--- src/rtl/solar_display_scanner.sv ---
//------------------------------------------------------------------------------
// Module      : solar_display_scanner
// Description : Cycles a 5-to-1 display mux through its channels (voltage,
//               current, power, temperature, efficiency). For each channel it
//               waits for the registered mux output to settle, captures one
//               12-bit reading and shifts out a 16-bit frame
//               {1'b1, select[2:0], reading[11:0]} MSB first on a simple
//               chip-select / clock / data serial link. It then idles for a
//               programmable dwell time before moving to the next channel.
// Revision    : 1.0 - initial release
//------------------------------------------------------------------------------
// Parameters
//   SCLK_DIV   : half-period of frame_sclk in clk cycles (1..255)
//   DWELL      : idle clk cycles between frames (1..65535)
// Ports
//   clk        : in  1  single clock, rising edge
//   rst_n      : in  1  asynchronous active-low reset
//   enable     : in  1  level; scanning runs while high
//   hold       : in  1  level; keep the current channel after dwell
//   select     : out 3  channel select to the upstream display mux
//   mux_in     : in  12 registered mux output, valid 1 cycle after select
//   frame_cs_n : out 1  serial frame chip-select, active low
//   frame_sclk : out 1  serial clock
//   frame_sdo  : out 1  serial data, MSB first
//   frame_done : out 1  one-cycle pulse on the last cycle of each frame
//   busy       : out 1  high whenever the scanner is not idle
//------------------------------------------------------------------------------

`default_nettype none

module solar_display_scanner #(
  parameter int unsigned SCLK_DIV = 2,
  parameter int unsigned DWELL    = 1000
) (
  input  logic        clk,
  input  logic        rst_n,
  input  logic        enable,
  input  logic        hold,
  output logic [2:0]  select,
  input  logic [11:0] mux_in,
  output logic        frame_cs_n,
  output logic        frame_sclk,
  output logic        frame_sdo,
  output logic        frame_done,
  output logic        busy
);

  //--------------------------------------------------------------------------
  // State encoding
  //--------------------------------------------------------------------------
  localparam logic [2:0] ST_IDLE    = 3'd0;
  localparam logic [2:0] ST_SETTLE  = 3'd1;
  localparam logic [2:0] ST_CAPTURE = 3'd2;
  localparam logic [2:0] ST_SHIFT   = 3'd3;
  localparam logic [2:0] ST_DWELL   = 3'd4;

  // Channel numbering of the upstream mux; the last one wraps back to 0.
  localparam logic [2:0] LAST_CHANNEL = 3'd4;

  // One serial bit spans 2*SCLK_DIV clocks: phase 0..SCLK_DIV-1 is the low
  // half of frame_sclk, SCLK_DIV..2*SCLK_DIV-1 the high half. 9 bits covers
  // the largest legal SCLK_DIV (2*255-1 = 509).
  localparam logic [8:0]  PHASE_HIGH = 9'(SCLK_DIV);
  localparam logic [8:0]  PHASE_LAST = 9'(2 * SCLK_DIV - 1);
  localparam logic [3:0]  BIT_LAST   = 4'd15;
  localparam logic [15:0] DWELL_LAST = 16'(DWELL - 1);

  //--------------------------------------------------------------------------
  // Registers
  //--------------------------------------------------------------------------
  logic [2:0]  state;
  logic        settle_cnt;   // two SETTLE cycles: 0 then 1
  logic [8:0]  phase_cnt;    // position inside the current serial bit
  logic [3:0]  bit_cnt;      // index of the serial bit being sent (0 = MSB)
  logic [15:0] dwell_cnt;    // cycles spent in DWELL so far
  logic [15:0] shreg;        // frame being shifted, MSB on the wire
  logic [2:0]  select_r;

  logic in_shift;
  logic bit_end;
  logic dwell_end;

  assign in_shift  = (state == ST_SHIFT);
  assign bit_end   = (phase_cnt == PHASE_LAST);
  assign dwell_end = (dwell_cnt == DWELL_LAST);

  //--------------------------------------------------------------------------
  // Sequencer
  //--------------------------------------------------------------------------
  always_ff @(posedge clk or negedge rst_n) begin
    if (!rst_n) begin
      state      <= ST_IDLE;
      settle_cnt <= 1'b0;
      phase_cnt  <= '0;
      bit_cnt    <= '0;
      dwell_cnt  <= '0;
      shreg      <= '0;
      select_r   <= '0;
    end else begin
      case (state)
        ST_IDLE: begin
          settle_cnt <= 1'b0;
          if (enable) begin
            state <= ST_SETTLE;
          end
        end

        // The mux output is registered, so after select moves it takes one
        // cycle to become valid; the second cycle is margin.
        ST_SETTLE: begin
          if (settle_cnt) begin
            settle_cnt <= 1'b0;
            state      <= ST_CAPTURE;
          end else begin
            settle_cnt <= 1'b1;
          end
        end

        // The reading is frozen here; mux_in is ignored for the rest of the
        // frame.
        ST_CAPTURE: begin
          shreg     <= {1'b1, select_r, mux_in};
          phase_cnt <= '0;
          bit_cnt   <= '0;
          state     <= ST_SHIFT;
        end

        ST_SHIFT: begin
          if (bit_end) begin
            phase_cnt <= '0;
            shreg     <= {shreg[14:0], 1'b0};
            if (bit_cnt == BIT_LAST) begin
              bit_cnt   <= '0;
              dwell_cnt <= '0;
              state     <= ST_DWELL;
            end else begin
              bit_cnt <= bit_cnt + 4'd1;
            end
          end else begin
            phase_cnt <= phase_cnt + 9'd1;
          end
        end

        // enable and hold are only looked at here, so a frame that has
        // started always completes regardless of enable.
        ST_DWELL: begin
          if (dwell_end) begin
            dwell_cnt <= '0;
            if (enable) begin
              state <= ST_SETTLE;
              if (!hold) begin
                select_r <= (select_r >= LAST_CHANNEL) ? 3'd0
                                                       : select_r + 3'd1;
              end
            end else begin
              state <= ST_IDLE;
            end
          end else begin
            dwell_cnt <= dwell_cnt + 16'd1;
          end
        end

        default: begin
          state <= ST_IDLE;
        end
      endcase
    end
  end

  //--------------------------------------------------------------------------
  // Outputs
  //--------------------------------------------------------------------------
  // All serial outputs are decoded from registered state and gated by
  // in_shift, so the asynchronous reset forces them idle immediately and
  // they return to idle on the first cycle after SHIFT.
  assign select     = select_r;
  assign frame_cs_n = ~in_shift;
  assign frame_sclk = in_shift & (phase_cnt >= PHASE_HIGH);
  assign frame_sdo  = in_shift & shreg[15];
  assign frame_done = in_shift & bit_end & (bit_cnt == BIT_LAST);
  assign busy       = (state != ST_IDLE);

endmodule

`default_nettype wire

--- config.mk ---
export PLATFORM = sky130hd
export DESIGN_NAME = solar_display_scanner
export DESIGN_NICKNAME = d
export VERILOG_FILES = /design/src/rtl/solar_display_scanner.sv
export SDC_FILE = /design/constraint.sdc
export NUM_CORES = 1
export LEC_CHECK = 0
export ABC_AREA = 1
export BUFFER_PORTS_ARGS = -buffer_cell sky130_fd_sc_hd__buf_2
export CORE_MARGIN = 1.5
export CORE_UTILIZATION = 35
export DETAILED_ROUTE_END_ITERATION = 16
export PLACE_DENSITY = 0.55
export RECOVER_POWER = 50
export SYNTH_ARGS = -nofsm -noshare
export SYNTH_HDL_FRONTEND = slang
export SYNTH_SLANG_ARGS = --single-unit
--- constraint.sdc ---
create_clock -name clk -period 1.5 [get_ports clk]
set_input_delay 0.15 -clock clk [delete_from_list [all_inputs] [get_ports clk]]
set_output_delay 0.15 -clock clk [all_outputs]
set_load 0.005 [all_outputs]
==> results of run 1 <==
cells in the final DEF (no fill, tap or decap), drive strengths merged, types with 3 or more instances in the layout:
cell type and count:
nand2 127, o21bai 3, dfrtp 52, nand4 7, ha 6, a21oi 6
clkbuf 7, xor2 4, o21ai 44, nor2 45, nand3 39, inv 51
buf 65
stage by stage:
stage	setup WS [ns]	TNS [ns]	hold slack (ns)
floorplan	-0.00460	-0.00460	-0.146
global placement	0.0328	0	0.171
detailed placement	0.0197	0	0.172
CTS	-0.125	-1.08	0.0863
global route	-0.211	-5.69	0.0939
finish	-0.102	-0.521	0.0892
power groups by stage:
stage                     clock, W  sequential (W)  combinational [W]
final                     0.000834         0.00191            0.00246
after global routing      0.000932         0.00195            0.00275
after CTS                 0.000878         0.00190            0.00240
after detailed placement         0         0.00197            0.00216
after global placement           0         0.00196            0.00213
after floorplan                  0         0.00194            0.00150
how the worst min path moves through the flow:
stage	cells after the start	startpoint	endpoint	slack [ns]
finish	3	mux_in[0]	shreg[0]$_DFFE_PN0P_	0.09
floorplan	0	rst_n	bit_cnt[0]$_DFFE_PN0P_	-0.15
global placement	2	rst_n	phase_cnt[4]$_DFFE_PN0P_	0.17
CTS	3	mux_in[0]	shreg[0]$_DFFE_PN0P_	0.09
detailed placement	2	rst_n	phase_cnt[4]$_DFFE_PN0P_	0.17
global route	3	mux_in[0]	shreg[0]$_DFFE_PN0P_	0.09
area by class of cell:
type	count	area, um2
Inverter	51	199
Clock inverter	2	16.3
Timing Repair Buffer	67	489
Fill cell	861	4570
Clock buffer	6	72.6
Sequential cell	52	1300
Tap cell	105	131
Multi-Input combinational cell	296	1520
logic make-up after synthesis:
logic type                 after synthesis
and+or+nand+nor                        223
AOI/OAI and AO/OA                       61
buffers and inverters                   60
DFF                                     52
xor gates and xnor gates                 6
adders and majority gates                6
worst min-delay path: stages:
cell     delay [ns]
buf_2          0.09
nand3_1        0.07
o21ai_1        0.07
registers in the layout (all words and copies together) (netlist names):
signal,count
dwell_cnt,16
state,3
settle_cnt,1
bit_cnt,4
phase_cnt,9
shreg,16
select,3
repair_timing:
item / 4_1_cts / 5_1_grt
hold buffers: 1 / 0
endpoints found under the hold margin: 52 / 0
resized for setup: 13 / 15
endpoints found under the setup margin: 6 / 50
buffers inserted: 4 / 1
pin swaps: 3 / 3
per-layer routing:
| metal | vias up | share of wire | wire, um |
|---|---|---|---|
| met4 | 0 | 0.014 | 92 |
| met5 | - | 0 | 0 |
| met1 | 1236 | 0.48 | 3240 |
| met3 | 8 | 0.036 | 240 |
| met2 | 35 | 0.47 | 3150 |
| li1 | 1433 | - | - |
==> metrics.yaml, run 1 <==
run_status: "finished with violations"
failing_checks: "setup timing"
num_antenna_cells: 0
yosysSeqAreaShare: 0.431
ys_ff_latch: 52
timing.clock.skew_ns: 0.00686
vias_per_cell: 4.68
areal_power_density_over_the_cells_nw_per_um2: 1390
synthArstFlopShare: 1.00
worstSetupStartpoint: "phase_cnt[1]$_DFFE_PN0P_"
insertion_delay_ns: 0.32
fin_crit_sh: 1.07
totalWireLength_mm: 6.72
portion_of_total_power_attributed_to_the_clock_network: 0.160
io_buffer_count: 23
critical_path.max_stage_delay_ns: 0.41
yosys.area.top_type: "dfrtp_1"
power_frac_comb: 0.473
routabilityCongestion: 0.819
ctsLongestPathBuffers: 2
critical-path-top-delay-family: "flip-flops"
route.vias.total: 2712
sw_ratio: 0.395
final-instance-count-excl-fill: 579
avgRoutedWirePerCell_um: 11.6
grt.total_usage: 0.159
grt_antenna_before_repair: 0
drt_iter0_drc: 114
global_route_wire_length_before_repair_mm: 11.4
core_area_um2: 8300
initial_core_utilization: 0.363
synth.most_common_cell: "nand2_1"
worstSetupPathDepth: 5
cts_root_buffer: "clkbuf_8"
postLayoutCoreUtil: 0.450
combinational_family_with_the_most_area_after_synthesis: "simple AND/OR/NAND/NOR gates"
postPlaceCellArea_um2: 3510
post_layout_instance_area_um2: 3730
first_global_vias: 2462
synth_simple_gate_area_share: 0.327
groute.layer.met3.usage: 0.0284
worst_setup_path_start_kind: "flop"
ff2ff_path_depth: 11
fmax_mhz: 624
synth_edf_count: 0
critPathBufInv: 2
rsz_0062_raised_after_global_routing: "yes"
row_count: 33
power_report.internal_total_w: 0.00315
max-cap-violations: 0
synth_adder_area_share: 0.0249
timing.reg2reg.setup_slack_ns: -0.04
maxSlewViolCount: 0
hold_class: "in -> reg"
cts_tree: "yes"
layout_setup_ws_ns: -0.102
max_fo_critical_path: 4
die_height_um: 95.8
clk_transition_reported_paths_ns: 0.10
antenna_left: 0
cts_sinks: 52
detailedRoute.firstPassIterationCount: 6
reg2reg_to: "shreg[12]$_DFFE_PN0P_"
hpwlAfterDp_mm: 4.81
synth_cells: 408
timing.max_slew.rel_slack: 0.516
setup-violations-final: 23
syn-cell-area_um2: 3020
dp.cells: 565
final_net_count: 495
mappedNetlistNets: 430
syn_to_final_growth_pct: 23.8
synth_warnings: 0
globalRouteMet2Util: 0.256
drive_above_1_share: 0.219
setup.worst_path.end_class: "output port"
synth_top_cell_area_share: 0.431
criticalPathCategory: "reg -> out"
maximum_number_of_pins_on_one_net_before_global_route_repair: 53
overflow: 0
synth_compound_area_frac: 0.111
number_of_clock_buffers_inserted_by_tritoncts: 5
global_route.usage.met1: 0.216
dieWidth_um: 95.8
critical-path-slowest-cell: "dfrtp_1"
worst_flop_to_flop_path_startpoint: "phase_cnt[1]$_DFFE_PN0P_"
yosysUniqueCellTypes: 37
grt_most_used_layer: "met2"
setup.worst_path.end: "frame_sclk"
timing.critical_path.required_ns: 1.35
cell_types_with_the_largest_area_share_after_synthesis: "dfrtp_1 43%, nand2_1 15%, nand3_1 6.5%, inv_1 5.7%, nor2_1 5.0%"
die-area_um2: 9190
synth.mux.area_fraction: 0
yosys.area_share.xor_xnor: 0.0174
ios: 24
power_frac_seq: 0.367
route.detailed.drc: 0
crit_path_cell_trace: "buf_6 -> ha_4 -> nor3_2 -> a41oi_1 -> buf_2"
power.net_switching_w: 0.00205
clock_tree.htree_level_count: 2
synthesis.area_per_instance_um2: 7.39
worst_margin_pin_slew_ns: 0.726
vdd.ir_drop.worst_uv: 529
time_the_final_worst_path_needs_with_i_o_delays_and_setup_ns: 1.60
leakage_nw: 1.85
hold_fails_final_rpt: 0
power.total_w: 0.00520
most_common_library_cells_after_synthesis: "123 x nand2_1, 52 x dfrtp_1, 46 x inv_1"
synth-main-ff-cell: "dfrtp_1"
cp_data_arrival_time_ns: 1.45
No activity file was read; power rests on OpenSTA's default activity.
==> run 2: changes to the inputs <==
--- a/config.mk
+++ b/config.mk
@@ -10,6 +10,7 @@
 export CORE_MARGIN = 1.5
 export CORE_UTILIZATION = 35
 export DETAILED_ROUTE_END_ITERATION = 16
+export MAX_ROUTING_LAYER = met4
 export PLACE_DENSITY = 0.55
 export RECOVER_POWER = 50
 export SYNTH_ARGS = -nofsm -noshare
==> run 2 against run 1 <==
Against the previous run: critical path type unchanged; the run still ends with setup timing left; global-route usage grew 0.41 points; sequential cell count is the same; die area is the same; worst hold slack is essentially flat; power is essentially flat; critical endpoint unchanged; non-clock buffer count is the same; via count shrank 0.11%; setup slack lost 0.0037 ns.
==> metrics.yaml, run 2 (synthesis gave the netlist of run 1 again) <==
criticalPathCategory: "reg -> out"
mostFrequentLayoutCells: "119 x nand2_1, 51 x dfrtp_1, 45 x inv_1"
ios: 24
totalWireLength_mm: 6.73
run_status: "finished with violations"
clk_transition_reported_paths_ns: 0.10
cts_root_buffer: "clkbuf_8"
max-cap-violations: 0
max_fo_critical_path: 4
maxSlewViolCount: 0
nFillCells: 861
row_count: 33
core_area_um2: 8300
vdd.ir_drop.worst_uv: 530
hold_class: "in -> reg"
detailedRoute.firstPassIterationCount: 6
layout.cells.most_common: "nand2_1"
cts_tree: "yes"
power.total_w: 0.00520
hpwlAfterDp_mm: 4.81
worst_setup_path_start_kind: "flop"
worstSetupStartpoint: "phase_cnt[1]$_DFFE_PN0P_"
areal_power_density_over_the_cells_nw_per_um2: 1390
timing.critical_path.required_ns: 1.35
dieWidth_um: 95.8
final_net_count: 495
route.vias.total: 2709
setup.worst_path.end: "frame_sclk"
antenna_left: 0
cp_data_arrival_time_ns: 1.46
fin_setup_tns_ns: -0.527
number_of_clock_buffers_inserted_by_tritoncts: 5
fmax_mhz: 623
largestRegisters: "dwell_cnt (16), shreg (16), phase_cnt (9)"
critical_path.max_stage_delay_ns: 0.41
reg2reg_to: "shreg[12]$_DFFE_PN0P_"
ctsLongestPathBuffers: 2
insertion_delay_ns: 0.32
crit_path_cell_trace: "buf_6 -> ha_4 -> nor3_2 -> a41oi_1 -> buf_2"
critical-path-slowest-cell: "dfrtp_1"
ff2ff_path_depth: 11
timing.reg2reg.setup_slack_ns: -0.04
timing.clock.skew_ns: 0.00702
num_antenna_cells: 0
global_route_wire_length_before_repair_mm: 11.3
clock_tree.htree_level_count: 2
timing.max_slew.rel_slack: 0.516
worst_flop_to_flop_path_startpoint: "phase_cnt[1]$_DFFE_PN0P_"
avgRoutedWirePerCell_um: 11.6
leakage_nw: 1.85
drive_above_1_share: 0.219
die_height_um: 95.8
setup.worst_path.end_class: "output port"
post_layout_instance_area_um2: 3730
vias_per_cell: 4.68
postLayoutCoreUtil: 0.450
regArea_um2: 1300
worst_margin_pin_slew_ns: 0.726
fin_crit_sh: 1.07
grt.total_usage: 0.163
routabilityCongestion: 0.831
maximum_number_of_pins_on_one_net_before_global_route_repair: 53
failing_checks: "setup timing"
overflow: 0
route.detailed.drc: 0
postPlaceCellArea_um2: 3510
grt_antenna_before_repair: 0
io_buffer_count: 23
cts_sinks: 52
drt_iter0_drc: 114
hold_fails_final_rpt: 0
syn_to_final_growth_pct: 23.8
die-area_um2: 9190
time_the_final_worst_path_needs_with_i_o_delays_and_setup_ns: 1.61
initial_core_utilization: 0.363
setup-violations-final: 24
first_global_vias: 2466
layout_setup_ws_ns: -0.106
multiInputGateArea_um2: 1520
rsz_0062_raised_after_global_routing: "yes"
-- run 2: critical path, delay by kind of cell, from the launching register on --
kind	cells	cell delay [ns]
fa+ha+maj	1	0.15
simple gates	1	0.17
flops	1	0.41
buf+inv	2	0.28
compound gates	1	0.13
-- run 2: what timing repair did --
item	4_1_cts	5_1_grt
endpoints found under the setup margin	6	50
gates resized for setup	13	15
hold buffers	1	0
pin swaps	3	3
endpoints found under the hold margin	52	0
setup buffers	4	1
-- run 2: power by group --
part / internal [W] / leakage, nW / total, W / switching, W
Combinational: 0.00106 / 1.12 / 0.00246 / 0.00140
Clock: 0.000333 / 0.0414 / 0.000833 / 0.000500
Sequential: 0.00175 / 0.689 / 0.00191 / 0.000156
Total: 0.00315 / 1.85 / 0.00520 / 0.00205
-- run 2: metal layers --
metal | GRT usage | vias up | routed length, um
met5 | - | - | 0
met2 | 0.256 | 27 | 3180
li1 | - | 1433 | -
met1 | 0.216 | 1242 | 3250
met4 | 0.0515 | 0 | 89
met3 | 0.0261 | 7 | 210
-- run 2: layout make-up --
class,count,area share
inverter,51,0.0533
tap,105,0.0352
timing repair buffer,67,0.131
clock inverter,2,0.00436
sequential,52,0.349
clock buffer,6,0.0194
multi-input combinational,296,0.408
-- run 2: worst min path at each step --
stage	start	end	cells past startpoint
2_1_floorplan	rst_n	bit_cnt[0]$_DFFE_PN0P_	0
3_3_place_gp	rst_n	phase_cnt[4]$_DFFE_PN0P_	2
3_5_place_dp	rst_n	phase_cnt[4]$_DFFE_PN0P_	2
4_1_cts	mux_in[0]	shreg[0]$_DFFE_PN0P_	3
5_1_grt	mux_in[0]	shreg[0]$_DFFE_PN0P_	3
6_report	mux_in[0]	shreg[0]$_DFFE_PN0P_	3
-- run 2: stage by stage --
step	setup WS, ns	instances	hold slack (ns)
after floorplan	-0.00460	408	-0.146
after global placement	0.0328	565	0.171
after detailed placement	0.0197	565	0.172
after CTS	-0.125	578	0.0863
after global routing	-0.208	579	0.0966
final	-0.106	579	0.0896
==> run 3: changes to the inputs <==
--- a/config.mk
+++ b/config.mk
@@ -11,7 +11,7 @@
 export CORE_UTILIZATION = 35
 export DETAILED_ROUTE_END_ITERATION = 16
 export MAX_ROUTING_LAYER = met4
-export PLACE_DENSITY = 0.55
+export PLACE_DENSITY = 0.53
 export RECOVER_POWER = 50
 export SYNTH_ARGS = -nofsm -noshare
 export SYNTH_HDL_FRONTEND = slang
==> constraint.sdc (replaced) <==
create_clock -name clk -period 2.1 [get_ports clk]
set_input_delay 0.21 -clock clk [delete_from_list [all_inputs] [get_ports clk]]
set_output_delay 0.21 -clock clk [all_outputs]
set_load 0.005 [all_outputs]
==> run 3 against run 2 <==
Against the previous run: the flow now finishes without violations; cell area shrank 10%; clock skew rose by 0.0075 ns; via count shrank 3.8%; critical endpoint is now frame_done; non-clock buffer count fell by 35.
==> metrics.yaml, run 3 (synthesis gave the netlist of run 1 again) <==
antenna_left: 0
ctsLongestPathBuffers: 2
timing.clock.skew_ns: 0.0145
number_of_clock_buffers_inserted_by_tritoncts: 5
syn_to_final_growth_pct: 10.8
max_fo_critical_path: 5
cts_root_buffer: "clkbuf_8"
power_frac_seq: 0.425
grt.total_usage: 0.161
drt_iter0_drc: 73
fin_crit_sh: 0.899
routabilityCongestion: 0.842
fmax_mhz: 530
timing.critical_path.required_ns: 1.89
layout.cells.most_common: "nand2_1"
areal_power_density_over_the_cells_nw_per_um2: 992
hold_class: "in -> reg"
clk_transition_reported_paths_ns: 0.11
mostFrequentLayoutCells: "123 x nand2_1, 52 x dfrtp_1, 46 x inv_1"
power.net_switching_w: 0.00136
grt_antenna_before_repair: 0
initial_core_utilization: 0.363
criticalPathCategory: "reg -> out"
postLayoutCoreUtil: 0.403
power.total_w: 0.00332
final_net_count: 460
timing.max_slew.rel_slack: 0.605
totalWireLength_mm: 6.48
hold_fails_final_rpt: 0
fin_setup_tns_ns: 0
die-area_um2: 9190
insertion_delay_ns: 0.32
detailedRoute.firstPassIterationCount: 5
die_height_um: 95.8
max-cap-violations: 0
core_area_um2: 8300
vdd.ir_drop.worst_uv: 435
cts_tree: "yes"
rsz_0062_raised_after_global_routing: "no"
worst_setup_path_start_kind: "flop"
drive_above_1_share: 0.116
leakage_nw: 1.64
num_antenna_cells: 0
largestRegisters: "dwell_cnt (16), shreg (16), phase_cnt (9)"
route.vias.total: 2607
row_count: 33
vias_per_cell: 4.79
run_status: "finished, final reports clean"
sw_ratio: 0.409
cp_data_arrival_time_ns: 1.68
portion_of_total_power_attributed_to_the_clock_network: 0.188
power_report.internal_total_w: 0.00196
setup-violations-final: 0
first_global_vias: 2505
global_route_wire_length_before_repair_mm: 11.4
time_the_final_worst_path_needs_with_i_o_delays_and_setup_ns: 1.89
route.detailed.drc: 0
overflow: 0
pre_cts_ws_ns: 0.323
maxSlewViolCount: 0
layout_setup_ws_ns: 0.212
clock_tree.htree_level_count: 2
avgRoutedWirePerCell_um: 11.9
maximum_number_of_pins_on_one_net_before_global_route_repair: 37
worst_margin_pin_slew_ns: 0.593
power_frac_comb: 0.388
setup.worst_path.end_class: "output port"
ios: 24
hpwlAfterDp_mm: 4.62
dieWidth_um: 95.8
io_buffer_count: 23
cts_sinks: 52
[run 3: timing repair]
action | in CTS | in global routing
endpoints found under the hold margin | 6 | 0
resized for setup | 0 | 0
setup buffers | 0 | 3
hold buffers | 1 | 0
endpoints found under the setup margin | 0 | 2
[run 3: per-stage QoR]
stage	hold slack [ns]	area (um2)	cells
after floorplan	-0.0856	3020	408
after global placement	0.0577	3230	532
after detailed placement	0.0631	3230	532
after CTS	0.115	3330	541
after global routing	0.126	3340	544
final	0.119	3340	544
[run 3: critical path, cell delays in order (launching register included)]
cell and delay, ns:
dfrtp_1 0.43, ha_1 0.24, inv_1 0.05, nor2_1 0.09, nand2_1 0.09, nor2_4 0.17, inv_1 0.05, nor2_1 0.11
buf_2 0.13
[run 3: cell type report]
type                       count  area [um2]
clock buffer                   5        68.8
clock inverter                 3        25.0
fill                         881        4960
inverter                      51         194
multi-input combinational    296        1450
sequential                    52        1300
tap                          105         131
timing repair buffer          32         175
[run 3: path summary, 6_finish.rpt]
kind | from | endpoint | slack, ns | depth (start not counted)
setup / recovery | phase_cnt[1]$_DFFE_PN0P_ | frame_done | 0.21 | 8
hold / removal | mux_in[0] | shreg[0]$_DFFE_PN0P_ | 0.12 | 3
setup reg to reg | phase_cnt[1]$_DFFE_PN0P_ | dwell_cnt[4]$_DFFE_PN0P_ | 0.30 | 11
hold reg to reg | shreg[0]$_DFFE_PN0P_ | shreg[0]$_DFFE_PN0P_ | 0.52 | 2
max in group asynchronous | rst_n | select[2]$_DFFE_PN0P_ | 0.85 | 3
min in group asynchronous | rst_n | phase_cnt[8]$_DFFE_PN0P_ | 0.32 | 2
[run 3: power groups by stage]
stage	Combinational, W	Clock, W	Sequential (W)
2_1_floorplan	0.00107	0	0.00139
3_3_place_gp	0.00127	0	0.00142
3_5_place_dp	0.00128	0	0.00143
4_1_cts	0.00129	0.000658	0.00141
5_1_grt	0.00150	0.000693	0.00145
6_report	0.00129	0.000623	0.00141
[run 3: metal layers]
| layer | global-route usage | wire [um] | vias to the layer above |
|---|---|---|---|
| li1 | - | - | 1365 |
| met5 | - | 0 | - |
| met1 | 0.200 | 3110 | 1203 |
| met3 | 0.0245 | 174 | 8 |
| met2 | 0.270 | 3110 | 31 |
| met4 | 0.0466 | 74 | 0 |
